[config.mk]
export PLATFORM = sky130hd
export DESIGN_NAME = uart_rx_fsm
export DESIGN_NICKNAME = d
export VERILOG_FILES = /design/src/rtl/uart_rx_fsm.sv
export SDC_FILE = /design/constraint.sdc
export NUM_CORES = 1
export LEC_CHECK = 0
export CORE_ASPECT_RATIO = 0.5
export CORE_MARGIN = 4
export CORE_UTILIZATION = 35
export DETAILED_ROUTE_END_ITERATION = 10
export SETUP_SLACK_MARGIN = 0.02
export SLEW_MARGIN = 10
export SYNTH_ARGS = -nofsm -noshare
export SYNTH_HDL_FRONTEND = slang
export SYNTH_SLANG_ARGS = --single-unit
[constraint.sdc]
create_clock -name clck -period 1.85 [get_ports clck]
set_input_delay 0.185 -clock clck [delete_from_list [all_inputs] [get_ports clck]]
set_output_delay 0.185 -clock clck [all_outputs]
set_load 0.01 [all_outputs]
[src/rtl/uart_rx_fsm.sv]
// UART receive sequencer: start detection, oversampling counters,
// checker/deserializer strobes and per-frame valid/error pulses.
module uart_rx_fsm #(
   parameter int PRESCALE_W = 6,
   parameter int BIT_CNT_W  = 5
) (
   input  logic                  clck,
   input  logic                  rst,
   input  logic                  rx_in,
   input  logic [PRESCALE_W-1:0] prescale,
   input  logic                  par_en,
   input  logic                  strt_glitch,
   input  logic                  par_err,
   input  logic                  stp_err,
   output logic [PRESCALE_W-1:0] edge_cnt,
   output logic [BIT_CNT_W-1:0]  bit_cnt,
   output logic                  data_samp_en,
   output logic                  deser_en,
   output logic                  strt_chk_en,
   output logic                  par_chk_en,
   output logic                  stp_chk_en,
   output logic                  data_valid,
   output logic                  frame_err
);

   typedef enum logic [2:0] {
      IDLE,
      START,
      DATA,
      PARITY,
      STOP
   } state_t;

   localparam logic [BIT_CNT_W-1:0] LAST_DATA = BIT_CNT_W'(8);

   state_t                state;
   state_t                state_nxt;
   logic [PRESCALE_W-1:0] p_lat;
   logic                  sticky;
   logic                  bit_end;
   logic                  frame_bad;

   assign bit_end   = (state != IDLE) && (edge_cnt == p_lat - 1'b1);
   assign frame_bad = stp_err | sticky;

   always_comb begin
      state_nxt    = state;
      data_samp_en = (state != IDLE);
      deser_en     = 1'b0;
      strt_chk_en  = 1'b0;
      par_chk_en   = 1'b0;
      stp_chk_en   = 1'b0;
      unique case (state)
         IDLE: begin
            if (!rx_in) state_nxt = START;
         end
         START: begin
            strt_chk_en = bit_end;
            if (bit_end) state_nxt = strt_glitch ? IDLE : DATA;
         end
         DATA: begin
            deser_en = bit_end;
            if (bit_end && bit_cnt == LAST_DATA)
               state_nxt = par_en ? PARITY : STOP;
         end
         PARITY: begin
            par_chk_en = bit_end;
            if (bit_end) state_nxt = STOP;
         end
         STOP: begin
            stp_chk_en = bit_end;
            if (bit_end) state_nxt = IDLE;
         end
         default: state_nxt = IDLE;
      endcase
   end

   always_ff @(posedge clck) begin
      if (rst) begin
         state      <= IDLE;
         edge_cnt   <= '0;
         bit_cnt    <= '0;
         p_lat      <= '0;
         sticky     <= 1'b0;
         data_valid <= 1'b0;
         frame_err  <= 1'b0;
      end else begin
         state      <= state_nxt;
         data_valid <= 1'b0;
         frame_err  <= 1'b0;
         // Bit time is frozen at start detect so a mid-frame prescale change is harmless
         if (state == IDLE) begin
            edge_cnt <= '0;
            bit_cnt  <= '0;
            if (!rx_in) p_lat <= prescale;
         end else if (bit_end) begin
            edge_cnt <= '0;
            bit_cnt  <= (state_nxt == IDLE) ? '0 : bit_cnt + 1'b1;
         end else begin
            edge_cnt <= edge_cnt + 1'b1;
         end
         if (state == PARITY && bit_end) sticky <= sticky | par_err;
         if (state == STOP && bit_end) begin
            data_valid <= !frame_bad;
            frame_err  <= frame_bad;
            sticky     <= 1'b0;
         end
      end
   end

endmodule

# --- Word level (Yosys, flattened, before mapping) ---
# Cells that the tools add are included.
op_classes:
  addsub: 3
  n_eq_ne: 6
  mux: 13
  bitwise: 4
  reduce_logical: 13
ops:
  columns: ["op", "n"]
  rows:
  - ["$mux 3", 6]
  - ["$pmux 3 s5", 1]
  - ["$add 6x1->6 const B", 1]
  - ["$eq 3x2->1 const B", 2]
  - ["$eq 6x6->1", 1]
  - ["$logic_not 3->1", 2]
  - ["$reduce_or 2->1", 3]
  - ["$sub 6x1->6 const B", 1]
  - ["$add 5x1->5 const B", 1]
  - ["$eq 5x4->1 const B", 1]
  - ["$mux 5", 1]
  - ["$logic_and 1x1->1", 4]
  - ["$mux 1", 4]
  - ["$eq 3x1->1 const B", 1]
  - ["$eq 3x3->1 const B", 1]
  - ["$reduce_bool 3->1", 1]
  - ["$reduce_or 3->1", 1]
  - ["$mux 2", 1]
  - ["$not 1->1", 2]
  - ["$or 1x1->1", 2]
  - ["$reduce_and 2->1", 1]
  - ["$logic_not 1->1", 1]
word_totals:
  regBits: 23
  input_bits: 13
  output_inout_bits: 18
  elab_cells: 46

# --- Logic depth before layout (Yosys ltp) ---
logic_depth:
  ltp_word: 8
  mapped_depth: 8

# --- Worst setup path after synthesis ---
# OpenSTA, ideal clock, no wires.
synth_path:
  kind: "reg-to-reg"
  start: "register p_lat[0]"
  end: "register bit_cnt[2]"
  arrival_time_ps: 1784
  t_required_ps: 1733
  setup_slack_ps: -51
  stages_incl_launch_ff: 9
  period_less_slack_ps: 1901
  path_cell_list: "dfxtp_1 > inv_1 > ha_1 > and2_4 > a211o_1 > a32o_1 > buf_6 > and3_4 > a32o_1"
synth_between:
  elab_chain_len: 8
synth_rtl:
  columns: ["item", "line_no", "source"]
  rows:
  - ["start: declaration", "38", "logic [PRESCALE_W-1:0] p_lat;"]
  - ["start signal: assignment", "95", "if (!rx_in) p_lat <= prescale;"]
  - ["$sub 6x1->6 (*)", "43", "assign bit_end = (state != IDLE) && (edge_cnt == p_lat - 1'b1);"]
  - ["$eq 6x6->1 (*)", "43", null]
  - ["$logic_and 1x1->1 (*)", "43", null]
  - ["$logic_and 1x1->1", "63", "if (bit_end && bit_cnt == LAST_DATA)"]
  - ["$mux 3", "63", null]
  - ["$pmux 3 s5", "53", "unique case (state)"]
  - ["$logic_not 3->1", "98", "bit_cnt <= (state_nxt == IDLE) ? '0 : bit_cnt + 1'b1;"]
  - ["$mux 5", "98", null]
  - ["end signal: assignment", "98", null]
  - ["end: declaration", "16", "output logic [BIT_CNT_W-1:0] bit_cnt,"]
# Every way passes the cells marked *; elsewhere a longest branch is shown, timed or not.
# A chain may end at the register's enable or synchronous reset.

# --- Final worst setup path ---
layout_path:
  start: "register p_lat[0]"
  end: "output port stp_chk_en"
layout_between:
  elab_chain_len: 4
layout_rtl:
  columns: ["item", "line_no", "source"]
  rows:
  - ["$sub 6x1->6", "43", null]
  - ["$eq 6x6->1", "43", null]
  - ["$logic_and 1x1->1", "43", null]
  - ["$mux 1", "53", null]
  - ["end: declaration", "21", "output logic stp_chk_en,"]
# No other way between the ends.

==> summary.md <==
| Metric | Value |
|---|---|
| Slowest cell on the critical path | `dfxtp_2` |
| Std cell rows | `14` |
| Antenna violations before repair | `0` |
| Crit path DAT | `1830 ps` |
| # DRC | `0` |
| Post-synth EDFFs | `0` |
| CP endpoint kind | `output port` |
| Hold buffers post-CTS | `0` |
| Top delay family on crit path | `compound AO/OA/AOI/OAI gates` |
| Total gr overflow | `0` |
| Worst min-delay path class | `reg -> reg` |
| Area of the multi-input gates | `810 sq um` |
| Fin worst setup slack | `-169 ps` |
| Pleak | `0.797 nW` |
| Final hold vios | `0` |
| Routed vias/inst | `5.12` |
| Cells along the critical path | `inv_2 -> ha_4 -> and2_4 -> a211o_1 -> a32oi_2 -> nor2_2 -> and3_1 -> buf_2` |
| Root Buffer | `clkbuf_8` |
| Vias | `1291` |
| Max stage delay on crit path | `340 ps` |
| Cell taking the most area after synthesis | `dfxtp_1` |
| Most frequent cells in the layout | `buf_4 (27), clkdlybuf4s50_1 (25), dfxtp_1 (21)` |
| Warnings, synthesis | `0` |
| IO buf count | `30` |
| Layout cell share with drive strength beyond 1 | `0.309` |
| Final net count | `222` |
| # IOs | `31` |
| Cells after Synth | `146` |
| Power Dens Cells | `564 mW/mm^2` |
| Slew Viols, Final | `0` |
| Clock Skew | `1.73 ps` |
| Die Height | `50.0 um` |
| Core Box Area | `0.00319 sq mm` |
| Synth top area share | `0.374` |
| Least-Margin Pin Slew | `396 ps` |
| Maximum fanout along the worst path | `3` |
| Diode count | `0` |
| Critical path type | `reg -> out` |
| Worst slew margin | `0.736` |
| Max-Cap Viols | `0` |
| Synth async-reset ratio | `0` |
| Mapped cell area | `0.00123 sq mm` |
| Data required time of the critical path | `1660 ps` |
| CTS clk-pin slew, worst paths | `80 ps` |
| Synth Area per Inst | `8.44 sq um` |
| Tot GR Track Use | `0.151` |
| Final total power | `1.08 mW` |
| Yosys reg bits | `23` |
| CTS tree | `built` |
| Register Area | `463 sq um` |
| RSZ-0062 raised after global routing | `yes` |
| Die area | `0.00459 sq mm` |
| RD Place Congestion | `0.817` |
| Detail Route Antenna Nets | `0` |
| Period Utilization, post-route | `1.09` |
| Failing checks | `setup timing` |
| First-pass GRT wire length | `5510 um` |
| Status | `finished, violations left` |
| Chip Width | `91.9 um` |
| Pre-CTS WS | `-363 ps` |
| Top cells by area, synth | `dfxtp_1 (37%), nor3_1 (5.7%), nor2_1 (5.2%), xnor2_1 (4.3%), ha_1 (4.1%)` |
| WL per Instance | `13.4 um` |
| Syn Nets | `163` |
| Largest net degree at the start of global routing | `14` |
| Commonest non-fill, non-tap cell in the layout | `buf_4` |
| Max Buffers Root-to-Sink | `2` |
| VDD IR max | `204 uV` |
| Tmin final | `2020 ps` |
| CTS sink cnt | `23` |
| Area delta synth->final | `55.8%` |
| Vias in the first global route | `1187` |
| Worst Setup Start Kind | `flip-flop` |
| Sequential area share after synthesis | `0.374` |
| Starting DRC count in detailed routing | `44` |
| Initial core utilization | `0.387` |
| FILL cells | `292` |
| CP Buf/Inv Count | `2` |
| Hpwl dp | `2430 um` |
| Cell variety after synth | `36` |
| Final setup vio count | `5` |
| TritonCTS Buffers | `3` |
| 1st-pass router iterations | `4` |
| # H-tree levels | `1` |
| DRT Wirelength | `3390 um` |
| Clock network latency to the later pin of the worst-skew pair | `270 ps` |
| Max Freq | `0.495 GHz` |
| Main synth FF type | `dfxtp_1` |
[routing by layer]
| metal | vias to the layer above | global-route usage | part of all wire |
|---|---|---|---|
| li1 | 646 | - | - |
| met1 | 610 | 0.213 | 0.50 |
| met2 | 29 | 0.222 | 0.44 |
| met3 | 6 | 0.0441 | 0.044 |
| met4 | 0 | 0.0394 | 0.012 |
| met5 | - | 0 | 0 |
[layout make-up]
type | instances | share of cell area
clock buffer | 3 | 0.0215
clock inverter | 1 | 0.00261
inverter | 6 | 0.0117
multi-input combinational | 111 | 0.421
sequential | 23 | 0.241
tap | 48 | 0.0313
timing repair buffer | 60 | 0.270
[through the flow]
stage	cell area, sq um	util	cells	hold slack, ps	TNS, ps
2_1_floorplan	1240	-	146	264	0
3_3_place_gp	1730	0.542	240	447	-1280
3_5_place_dp	1730	0.542	240	442	-1470
4_1_cts	1840	0.578	248	455	-518
5_1_grt	1920	0.602	252	468	-1450
6_report	1920	0.602	252	460	-569
[cell families (layout without fill, tap and decap cells)]
family	Yosys count	count (layout)	share of synthesized area
flops	23	23	0.374
xor+xnor	11	11	0.0782
compound gates	27	27	0.152
fa+ha+maj	4	4	0.0406
buf+inv	12	70	0.0457
mux	6	6	0.0497
simple gates	63	63	0.260
[cells in the mapped netlist (2+ instances only)]
master / number
nor3_1: 14
a32o_1: 4
xor2_1: 5
and3_1: 4
a31oi_1: 2
or3_1: 2
ha_1: 4
nand4_1: 3
dfxtp_1: 23
nor2_1: 17
nand2b_1: 3
mux2i_1: 5
a21o_1: 2
o21ai_0: 3
buf_2: 2
a21oi_1: 9
nand2_1: 8
clkbuf_1: 2
inv_1: 6
nand3_1: 6
xnor2_1: 6
nor4_1: 2
[worst paths after layout]
path	slack, ps	cells past startpoint	to	startpoint
worst max-delay path	-170	8	stp_chk_en	p_lat[0]
worst max register to register	-10	9	sticky	p_lat[0]
worst min register to register	460	1	data_valid	sticky
worst min-delay path	460	1	data_valid	sticky
[flip-flops by register name (all words and copies together), names as in the netlist]
signal	count
bit_cnt	5
data_valid	1
edge_cnt	6
frame_err	1
p_lat	6
state	3
sticky	1
[power by group]
group	leakage [nW]	internal [mW]	total (mW)	switching [mW]
Clock	0.0255	0.151	0.320	0.169
Sequential	0.187	0.508	0.522	0.0137
Combinational	0.585	0.126	0.242	0.115
[repair_timing]
action,in CTS,in global routing
pin swaps,8,5
buffers inserted,4,5
resized for setup,31,10
endpoints found under the setup margin,13,18
hold endpoints to repair,0,0
Note: power is estimated with default switching activity, not from simulation.
